[src/rtl/mfp_uart_tx.sv]
// mfp_uart_tx: FIFO-buffered UART transmitter, 8N1 frames, LSB first.
// Define MFP_UART_TX_PARITY_EN for 8E1 frames (even parity bit).
module mfp_uart_tx #(
  parameter int CLK_HZ     = 50000000,
  parameter int BAUD       = 115200,
  parameter int FIFO_DEPTH = 16
) (
  input  logic                          clk,
  input  logic                          rst,
  input  logic                          wr_en,
  input  logic [7:0]                    wr_data,
  output logic                          full,
  output logic                          empty,
  output logic [$clog2(FIFO_DEPTH):0]   level,
  output logic                          busy,
  output logic                          tx
);
  localparam int DIV = CLK_HZ / BAUD;
  localparam int AW  = $clog2(FIFO_DEPTH);
  localparam int CW  = $clog2(DIV);
  localparam logic [CW-1:0] LOAD = CW'(DIV - 1);

  typedef enum logic [2:0] {
    S_IDLE  = 3'd0,
    S_START = 3'd1,
    S_DATA  = 3'd2,
`ifdef MFP_UART_TX_PARITY_EN
    S_PAR   = 3'd3,
`endif
    S_STOP  = 3'd4
  } state_e;

  state_e          state_q, state_d;
  logic [CW-1:0]   cnt_q, cnt_d;
  logic [2:0]      bit_q, bit_d;
  logic [7:0]      shift_q, shift_d;
  logic            tx_q, tx_d;
  logic            busy_q, busy_d;
  logic [AW:0]     wr_ptr_q, rd_ptr_q;
  logic [7:0]      mem_q [FIFO_DEPTH];
  logic [7:0]      head;
  logic            push, pop, tick;
`ifdef MFP_UART_TX_PARITY_EN
  logic            par_q, par_d;
`endif

  assign level = wr_ptr_q - rd_ptr_q;
  assign empty = (wr_ptr_q == rd_ptr_q);
  assign full  = (level == (AW+1)'(FIFO_DEPTH));
  assign push  = wr_en && !full;
  assign head  = mem_q[rd_ptr_q[AW-1:0]];
  assign tick  = (cnt_q == '0);
  assign busy  = busy_q;
  assign tx    = tx_q;

  always_ff @(posedge clk) begin
    if (push) mem_q[wr_ptr_q[AW-1:0]] <= wr_data;
  end

  always_comb begin
    state_d = state_q;
    cnt_d   = cnt_q;
    bit_d   = bit_q;
    shift_d = shift_q;
    pop     = 1'b0;
`ifdef MFP_UART_TX_PARITY_EN
    par_d   = par_q;
`endif
    if (state_q != S_IDLE) cnt_d = tick ? LOAD : cnt_q - 1'b1;
    unique case (state_q)
      S_IDLE: begin
        if (!empty) begin
          pop     = 1'b1;
          shift_d = head;
          cnt_d   = LOAD;
          state_d = S_START;
        end
      end
      S_START: begin
        if (tick) begin
          bit_d   = 3'd0;
          state_d = S_DATA;
        end
      end
      S_DATA: begin
        if (tick) begin
          shift_d = shift_q >> 1;
          bit_d   = bit_q + 3'd1;
`ifdef MFP_UART_TX_PARITY_EN
          if (bit_q == 3'd7) state_d = S_PAR;
`else
          if (bit_q == 3'd7) state_d = S_STOP;
`endif
        end
      end
`ifdef MFP_UART_TX_PARITY_EN
      S_PAR: begin
        if (tick) state_d = S_STOP;
      end
`endif
      S_STOP: begin
        if (tick) begin
          // back-to-back frames: pop straight into the next start bit
          if (!empty) begin
            pop     = 1'b1;
            shift_d = head;
            state_d = S_START;
          end else begin
            state_d = S_IDLE;
          end
        end
      end
      default: state_d = S_IDLE;
    endcase
`ifdef MFP_UART_TX_PARITY_EN
    if (pop) par_d = ^head;
`endif
    unique case (state_d)
      S_START: tx_d = 1'b0;
      S_DATA:  tx_d = shift_d[0];
`ifdef MFP_UART_TX_PARITY_EN
      S_PAR:   tx_d = par_d;
`endif
      default: tx_d = 1'b1;
    endcase
    busy_d = (state_d != S_IDLE);
  end

  always_ff @(posedge clk or posedge rst) begin
    if (rst) begin
      state_q  <= S_IDLE;
      cnt_q    <= '0;
      bit_q    <= '0;
      shift_q  <= '0;
      tx_q     <= 1'b1;
      busy_q   <= 1'b0;
      wr_ptr_q <= '0;
      rd_ptr_q <= '0;
`ifdef MFP_UART_TX_PARITY_EN
      par_q    <= 1'b0;
`endif
    end else begin
      state_q  <= state_d;
      cnt_q    <= cnt_d;
      bit_q    <= bit_d;
      shift_q  <= shift_d;
      tx_q     <= tx_d;
      busy_q   <= busy_d;
      if (push) wr_ptr_q <= wr_ptr_q + 1'b1;
      if (pop)  rd_ptr_q <= rd_ptr_q + 1'b1;
`ifdef MFP_UART_TX_PARITY_EN
      par_q    <= par_d;
`endif
    end
  end

endmodule

[config.mk]
export PLATFORM = sky130hd
export DESIGN_NAME = mfp_uart_tx
export DESIGN_NICKNAME = d
export VERILOG_FILES = /design/src/rtl/mfp_uart_tx.sv
export SDC_FILE = /design/constraint.sdc
export NUM_CORES = 1
export LEC_CHECK = 0
export ABC_AREA = 1
export CAP_MARGIN = 5
export CELL_PAD_IN_SITES_DETAIL_PLACEMENT = 1
export CELL_PAD_IN_SITES_GLOBAL_PLACEMENT = 1
export CORE_AREA = 5 5 114 159
export CTS_CLUSTER_DIAMETER = 150
export DETAILED_ROUTE_END_ITERATION = 6
export DIE_AREA = 0 0 119 164
export GPL_ROUTABILITY_DRIVEN = 0
export PLACE_DENSITY = 0.71
export SYNTH_ARGS = -nofsm -noshare
export SYNTH_HDL_FRONTEND = slang
export SYNTH_SLANG_ARGS = --single-unit
[constraint.sdc]
create_clock -name clk -period 3.36 [get_ports clk]
set_input_delay 0.336 -clock clk [delete_from_list [all_inputs] [get_ports clk]]
set_output_delay 0.336 -clock clk [all_outputs]
set_load 0.01 [all_outputs]
==> results of run 1 <==
==> flip-flops by register name, summed over array words and instances, names as in the netlist <==
signal	flops
tx	1
rd_ptr_q	5
state_q	3
bit_q	3
busy	1
mem_q	128
shift_q	8
wr_ptr_q	5
cnt_q	9
==> power breakdown <==
part / internal, mW / total (mW) / switching (mW)
sequential: 2.50 / 2.67 / 0.176
clock: 1.18 / 1.98 / 0.799
combinational: 1.02 / 3.11 / 2.08
total: 4.70 / 7.76 / 3.06
==> area by class of cell <==
class	instances	area, um2	share of cell area [%]
Clock inverter	11	155	1.89
Multi-Input combinational cell	445	2180	26.5
Sequential cell	163	4720	57.4
Tap cell	203	254	3.09
Clock buffer	21	440	5.35
Inverter	52	195	2.37
Timing Repair Buffer	31	280	3.41
==> cells in the final DEF, fill, tap and decap left out, drive strengths merged <==
cell / netlist / final
a32o: 1 / 1
a211oi: 1 / 1
or2: 2 / 2
a22o: 2 / 2
buf: 17 / 12
clkbuf: 9 / 21
clkinv: 1 / 7
dfstp: 1 / 1
nand2: 146 / 146
dfrtp: 34 / 34
nand4: 3 / 3
inv: 51 / 52
o22ai: 5 / 5
edfxtp: 128 / 128
nand3b: 2 / 2
o211ai: 7 / 7
fa: 1 / 1
a22oi: 1 / 1
xor2: 7 / 7
clkinvlp: 0 / 1
a21oi: 21 / 21
clkdlybuf4s50: 0 / 19
a21boi: 1 / 1
xnor2: 6 / 6
nand3: 47 / 47
bufinv: 0 / 3
o21ai: 61 / 61
nor3: 20 / 20
nor2: 99 / 99
ha: 12 / 12
==> logic make-up (layout without fill, tap and decap cells) <==
| kind of cell | Yosys count | after routing | share of synthesized area [%] |
|---|---|---|---|
| buffers and inverters | 78 | 115 | 4.70 |
| AO/OA/AOI/OAI | 100 | 100 | 7.58 |
| XOR/XNOR | 13 | 13 | 1.57 |
| AND/OR/NAND/NOR | 319 | 319 | 18.5 |
| adder cells (fa/ha/maj) | 13 | 13 | 2.35 |
| flip-flops | 163 | 163 | 65.3 |
==> worst max-delay path by stage <==
stage | endpoint | depth (start not counted)
after global placement | mem_q[1][3]$_DFFE_PP_ | 8
final | mem_q[11][1]$_DFFE_PP_ | 8
after floorplan | mem_q[4][0]$_DFFE_PP_ | 9
after detailed placement | mem_q[8][5]$_DFFE_PP_ | 8
after global routing | mem_q[9][1]$_DFFE_PP_ | 8
after CTS | mem_q[1][2]$_DFFE_PP_ | 8
==> routing by layer <==
metal | vias to the layer above | global-route usage, %
met2 | 102 | 40.1
met5 | - | 0
met3 | 31 | 3.44
met4 | 0 | 8.59
met1 | 2586 | 24.4
li1 | 2392 | -
==> what timing repair did <==
action / CTS / global route
setup endpoints to repair: 0 / 40
buffers inserted: 0 / 0
gates resized for setup: 0 / 2
==> impl_metrics.ini, run 1 <==
[cells_and_area]
fin_cells = 926
fin_util_pct = 49.8
fin_nets = 734
postLayoutCellArea_um2 = 8230
synthToLayoutAreaGrowth_pct = 13.8
fillers = 1794
final_layout_size_suffix_gt1_share_pct = 7.75
antenna_cells = 0

[die]
num_rows = 56
start_util_pct = 43.7
core-area_um2 = 16500
dieArea_um2 = 19500
die_y_um = 164
die_x_um = 119
pin_count = 20

[clock_tree]
cts_buffers = 17
root_buffer = clkbuf_16
clk_pin_slew_ns = 0.06
clkLatencyLatePin_ns = 0.42
ctsHoldBuffers = 0
cts.path.max_buffers = 2
h-tree-depth = 4
cts.sinks = 163
cts_tree = built

[routing]
final_antenna_net_count = 0
wl_per_cell_um = 21.6
met3_length_um = 543
drt-met1-wl_mm = 8.04
vias = 5111
drt-pass1-iter-count = 5
highest_layer = met4
wirelength_mm = 20.0
vias_per_cell = 5.52
wl_met2_mm = 10.8
drc = 0
drtIter0Drc = 428

[sta]
holdWs_ns = 0.469
timing.setup.tns_ns = 0
worst_slack_ns = 0.186
grt_setup_unrepaired = yes
min_period_ns = 3.17
report.final.slew_viol_count = 0
slew-limit-headroom_pct = 25.9
period_share_pct = 94.5
finalSetupViolations = 0
hold_viol_final = 0
worstMarginPinSlew_ns = 1.10
clock_skew_ns = 0.0114
fmax_mhz = 315

[hold_path]
worstHoldPathType = input port to async pin

[setup_path]
worstSetupPathType = flip-flop to flip-flop
regToRegStartpoint = wr_ptr_q[0]$_DFFE_PP0P_
cp-end-kind = flip-flop
crit_top_cell = nor3_1
cp-start-kind = flip-flop
crit_slowest_cell = nor3_1
cpPeakStageDelay_ns = 0.90
reg2reg_to = mem_q[11][1]$_DFFE_PP_
ff2ff_setup_slack_ns = 0.19
critPathTopFamily = simple AND/OR/NAND/NOR gates
critPathRequiredTime_ns = 3.39
critical_path_buf_inv_count = 1
path_cells = inv_1, ha_1, fa_1, xnor2_1, nor3_1, nand3_2, nand2_4, nor3_1
reg2regPathDepth = 8
startpoint = wr_ptr_q[0]$_DFFE_PP0P_
worst-path-max-fanout = 23
worstPathArrival_ns = 3.21

[place]
pre_cts_ws_ns = 0.157
place_area_um2 = 7620
dp_cells = 894
place_hpwl_mm = 13.4
io_buffers = 19

[logic_synthesis]
netlist.area_leader.share_pct = 53.1
synthFlopType = edfxtp_1
synth_common_cells = nand2_1, edfxtp_1, nor2_1
netlist_instances = 686
ys_seq_elements = 163
ys_types = 38
synth-edff-count = 128
ys_top_cells_by_area = edfxtp_1, dfrtp_1, nand2_1
ys_seq_area_share_pct = 65.3
syn-num-nets = 710
yosys_warnings = 0
synth_top_area_cell = edfxtp_1
synthArstFlopShare_pct = 21.5
syn_area_um2 = 7230
postSynthAreaPerCell_um2 = 10.5
synth.most_common_cell = nand2_1

[run_status]
status = complete, no violations

[global_route]
grt.total_usage_pct = 21.5
antenna_found_initial = 0
grt_pass1_wl_mm = 31.5
grt_max_degree = 71
grt_overflow = 0
grt_pass1_vias = 5562

[power_and_ir_drop]
total_power_mw = 7.76
cellLeakagePower_nw = 3.22
p_per_area_nw_per_um2 = 942
peakVddDrop_v = 0.000419

[job]
max-cap-violations = 0
Power figures use the tool's default switching activity.
==> run 2: changes to the inputs <==
- DONT_BUFFER_PORTS: default -> 1
- PLACE_DENSITY: 0.71 -> 0.69
==> run 2 against run 1 <==
Routed wire length increased by 1.8%. First-iteration DRC count down 23%. Final cell count decreased by 1.7%. Global-route usage grew 0.59 points. Maximum frequency increased by 1.7%. Clock power shrank 8%. Hold slack got worse by 0.16 ns. Critical endpoint is now mem_q[3][3]$_DFFE_PP_.
==> impl_metrics.ini, run 2 (synthesis gave the netlist of run 1 again) <==
[job]
max-cap-violations = 0

[cells_and_area]
final_common_cell = nand2_1
fillers = 1823
antenna_cells = 0
fin_nets = 720
final_cell_mix = nand2_1, edfxtp_1, nor2_1
final_layout_size_suffix_gt1_share_pct = 6.79
largest_reg_flops = 128
fin_cells = 910
synthToLayoutAreaGrowth_pct = 11.2

[global_route]
grt_pass1_wl_mm = 31.6
grt_max_degree = 72
met2_usage_pct = 41.5
top_usage_layer = met2
grt_use_met3_pct = 4.17
grt_overflow = 0
antenna_found_initial = 0
grt_pass1_vias = 5562
grt.total_usage_pct = 22.1
grt_use_met1_pct = 23.3

[setup_path]
cp-start-kind = flip-flop
regToRegStartpoint = wr_ptr_q[0]$_DFFE_PP0P_
startpoint = wr_ptr_q[0]$_DFFE_PP0P_
worst-path-max-fanout = 23
crit_slowest_cell = nor3_1
worstPathArrival_ns = 3.16
path_cells = inv_1, ha_1, fa_1, o21ai_1, xor2_1, nand3_2, nand2_4, nor3_1
critPathRequiredTime_ns = 3.40
critPathTopFamily = simple AND/OR/NAND/NOR gates
cpPeakStageDelay_ns = 0.89
cp-end-kind = flip-flop
worstSetupPathType = flip-flop to flip-flop
critical_path_buf_inv_count = 1

[hold_path]
min_from = wr_en
worstHoldPathType = input port to flip-flop

[place]
place_hpwl_mm = 13.9
io_buffers = 0
dp_cells = 871

[sta]
clock_skew_ns = 0.0138
period_share_pct = 92.9
timing.setup.tns_ns = 0
fmax_mhz = 321
hold_viol_final = 0
min_period_ns = 3.12
report.final.slew_viol_count = 0
grt_setup_unrepaired = no
worstMarginPinSlew_ns = 1.07
slew-limit-headroom_pct = 28.3
finalSetupViolations = 0

[clock_tree]
cts_buffers = 17
cts.path.max_buffers = 2
clkLatencyLatePin_ns = 0.43
clk_pin_slew_ns = 0.06
root_buffer = clkbuf_16
cts-resized-gates = 0
cts.sinks = 163
h-tree-depth = 4
cts_tree = built

[routing]
vias = 5011
final_antenna_net_count = 0
vias_per_cell = 5.51
wirelength_mm = 20.3
drt-pass1-iter-count = 4
drtIter0Drc = 328
drc = 0
wl_per_cell_um = 22.3

[power_and_ir_drop]
p_int_mw = 4.42
switchingPower_mw = 2.98
pwr-share-comb_pct = 39.1
power.share.switching_pct = 40.3
cellLeakagePower_nw = 3.14
peakVddDrop_v = 0.000456
p_per_area_nw_per_um2 = 921
clock_power_share_pct = 24.6
seqPwrFrac_pct = 36.2

[die]
die_y_um = 164
dieArea_um2 = 19500
die_x_um = 119
core-area_um2 = 16500
pin_count = 20
start_util_pct = 43.7
num_rows = 56

[run_status]
status = complete, no violations
[run 2: cell types whose count changed in the layout (fill, tap and decap cells not counted)]
cell	change
bufinv_16	-1
nor3_2	-2
dlygate4sd3_1	+9
clkinvlp_4	+1
clkbuf_1	-1
nor3_1	+2
buf_4	-4
clkinv_1	+1
clkinv_2	+2
clkdlybuf4s50_1	-19
clkinv_4	-4
[run 2: metrics by stage]
step	worst slack, ns	util (%)	hold slack (ns)	cell area (um2)	power (mW)
after floorplan	0.603	-	0.435	7230	4.66
after global placement	0.452	44.8	0.374	7400	5.47
after detailed placement	0.205	44.8	0.378	7400	5.58
after CTS	0.196	48.6	0.296	8040	7.48
after global routing	0.0139	48.6	0.316	8040	7.90
final	0.240	48.6	0.311	8040	7.41
[run 2: final timing paths]
kind                       cells after the start  slack (ns)                      end
max                                            8        0.24    mem_q[3][3]$_DFFE_PP_
min                                            3        0.31  wr_ptr_q[1]$_DFFE_PP0P_
max reg2reg                                    8        0.24    mem_q[3][3]$_DFFE_PP_
min reg2reg                                    1        0.49     bit_q[0]$_DFFE_PP0P_
max in group asynchronous                      3        2.53             tx$_DFF_PP1_
min in group asynchronous                      3        0.46  wr_ptr_q[1]$_DFFE_PP0P_
[run 2: tightest hold or removal path, cell delays in order]
cell	delay, ns
nand2_4	0.19
nand2_1	0.12
nand2_1	0.05
[run 2: layout make-up]
| type | count | area, um2 | area share [%] |
|---|---|---|---|
| inverters | 52 | 195 | 2.43 |
| multi-input cells | 445 | 2170 | 27.0 |
| flip-flops and latches | 163 | 4720 | 58.7 |
| clock buffers | 20 | 437 | 5.43 |
| repair buffers | 17 | 150 | 1.87 |
| clock inverters | 10 | 111 | 1.38 |
| well taps | 203 | 254 | 3.16 |
[run 2: power groups by stage]
stage	Clock, mW	Combinational [mW]	Sequential, mW
after floorplan	0	2.00	2.66
after global placement	0	2.76	2.71
after detailed placement	0	2.85	2.73
after CTS	1.87	2.93	2.69
after global routing	1.97	3.22	2.71
final	1.83	2.90	2.68
[run 2: what timing repair did]
action                                  4_1_cts  5_1_grt
buffers inserted                              0        0
endpoints found under the setup margin        0        0
hold endpoints to repair                    162        0
hold buffers                                  9        0
[run 2: per-layer routing]
metal / wire (um) / vias to the layer above
li1: - / 2358
met3: 876 / 48
met2: 11200 / 125
met1: 7410 / 2480
met5: 0 / -
met4: 850 / 0
==> run 3: changes to the inputs <==
- GPL_ROUTABILITY_DRIVEN: 0 -> default
==> results of run 3 <==
The final DEF is identical to that of run 2; final timing and power are the same.
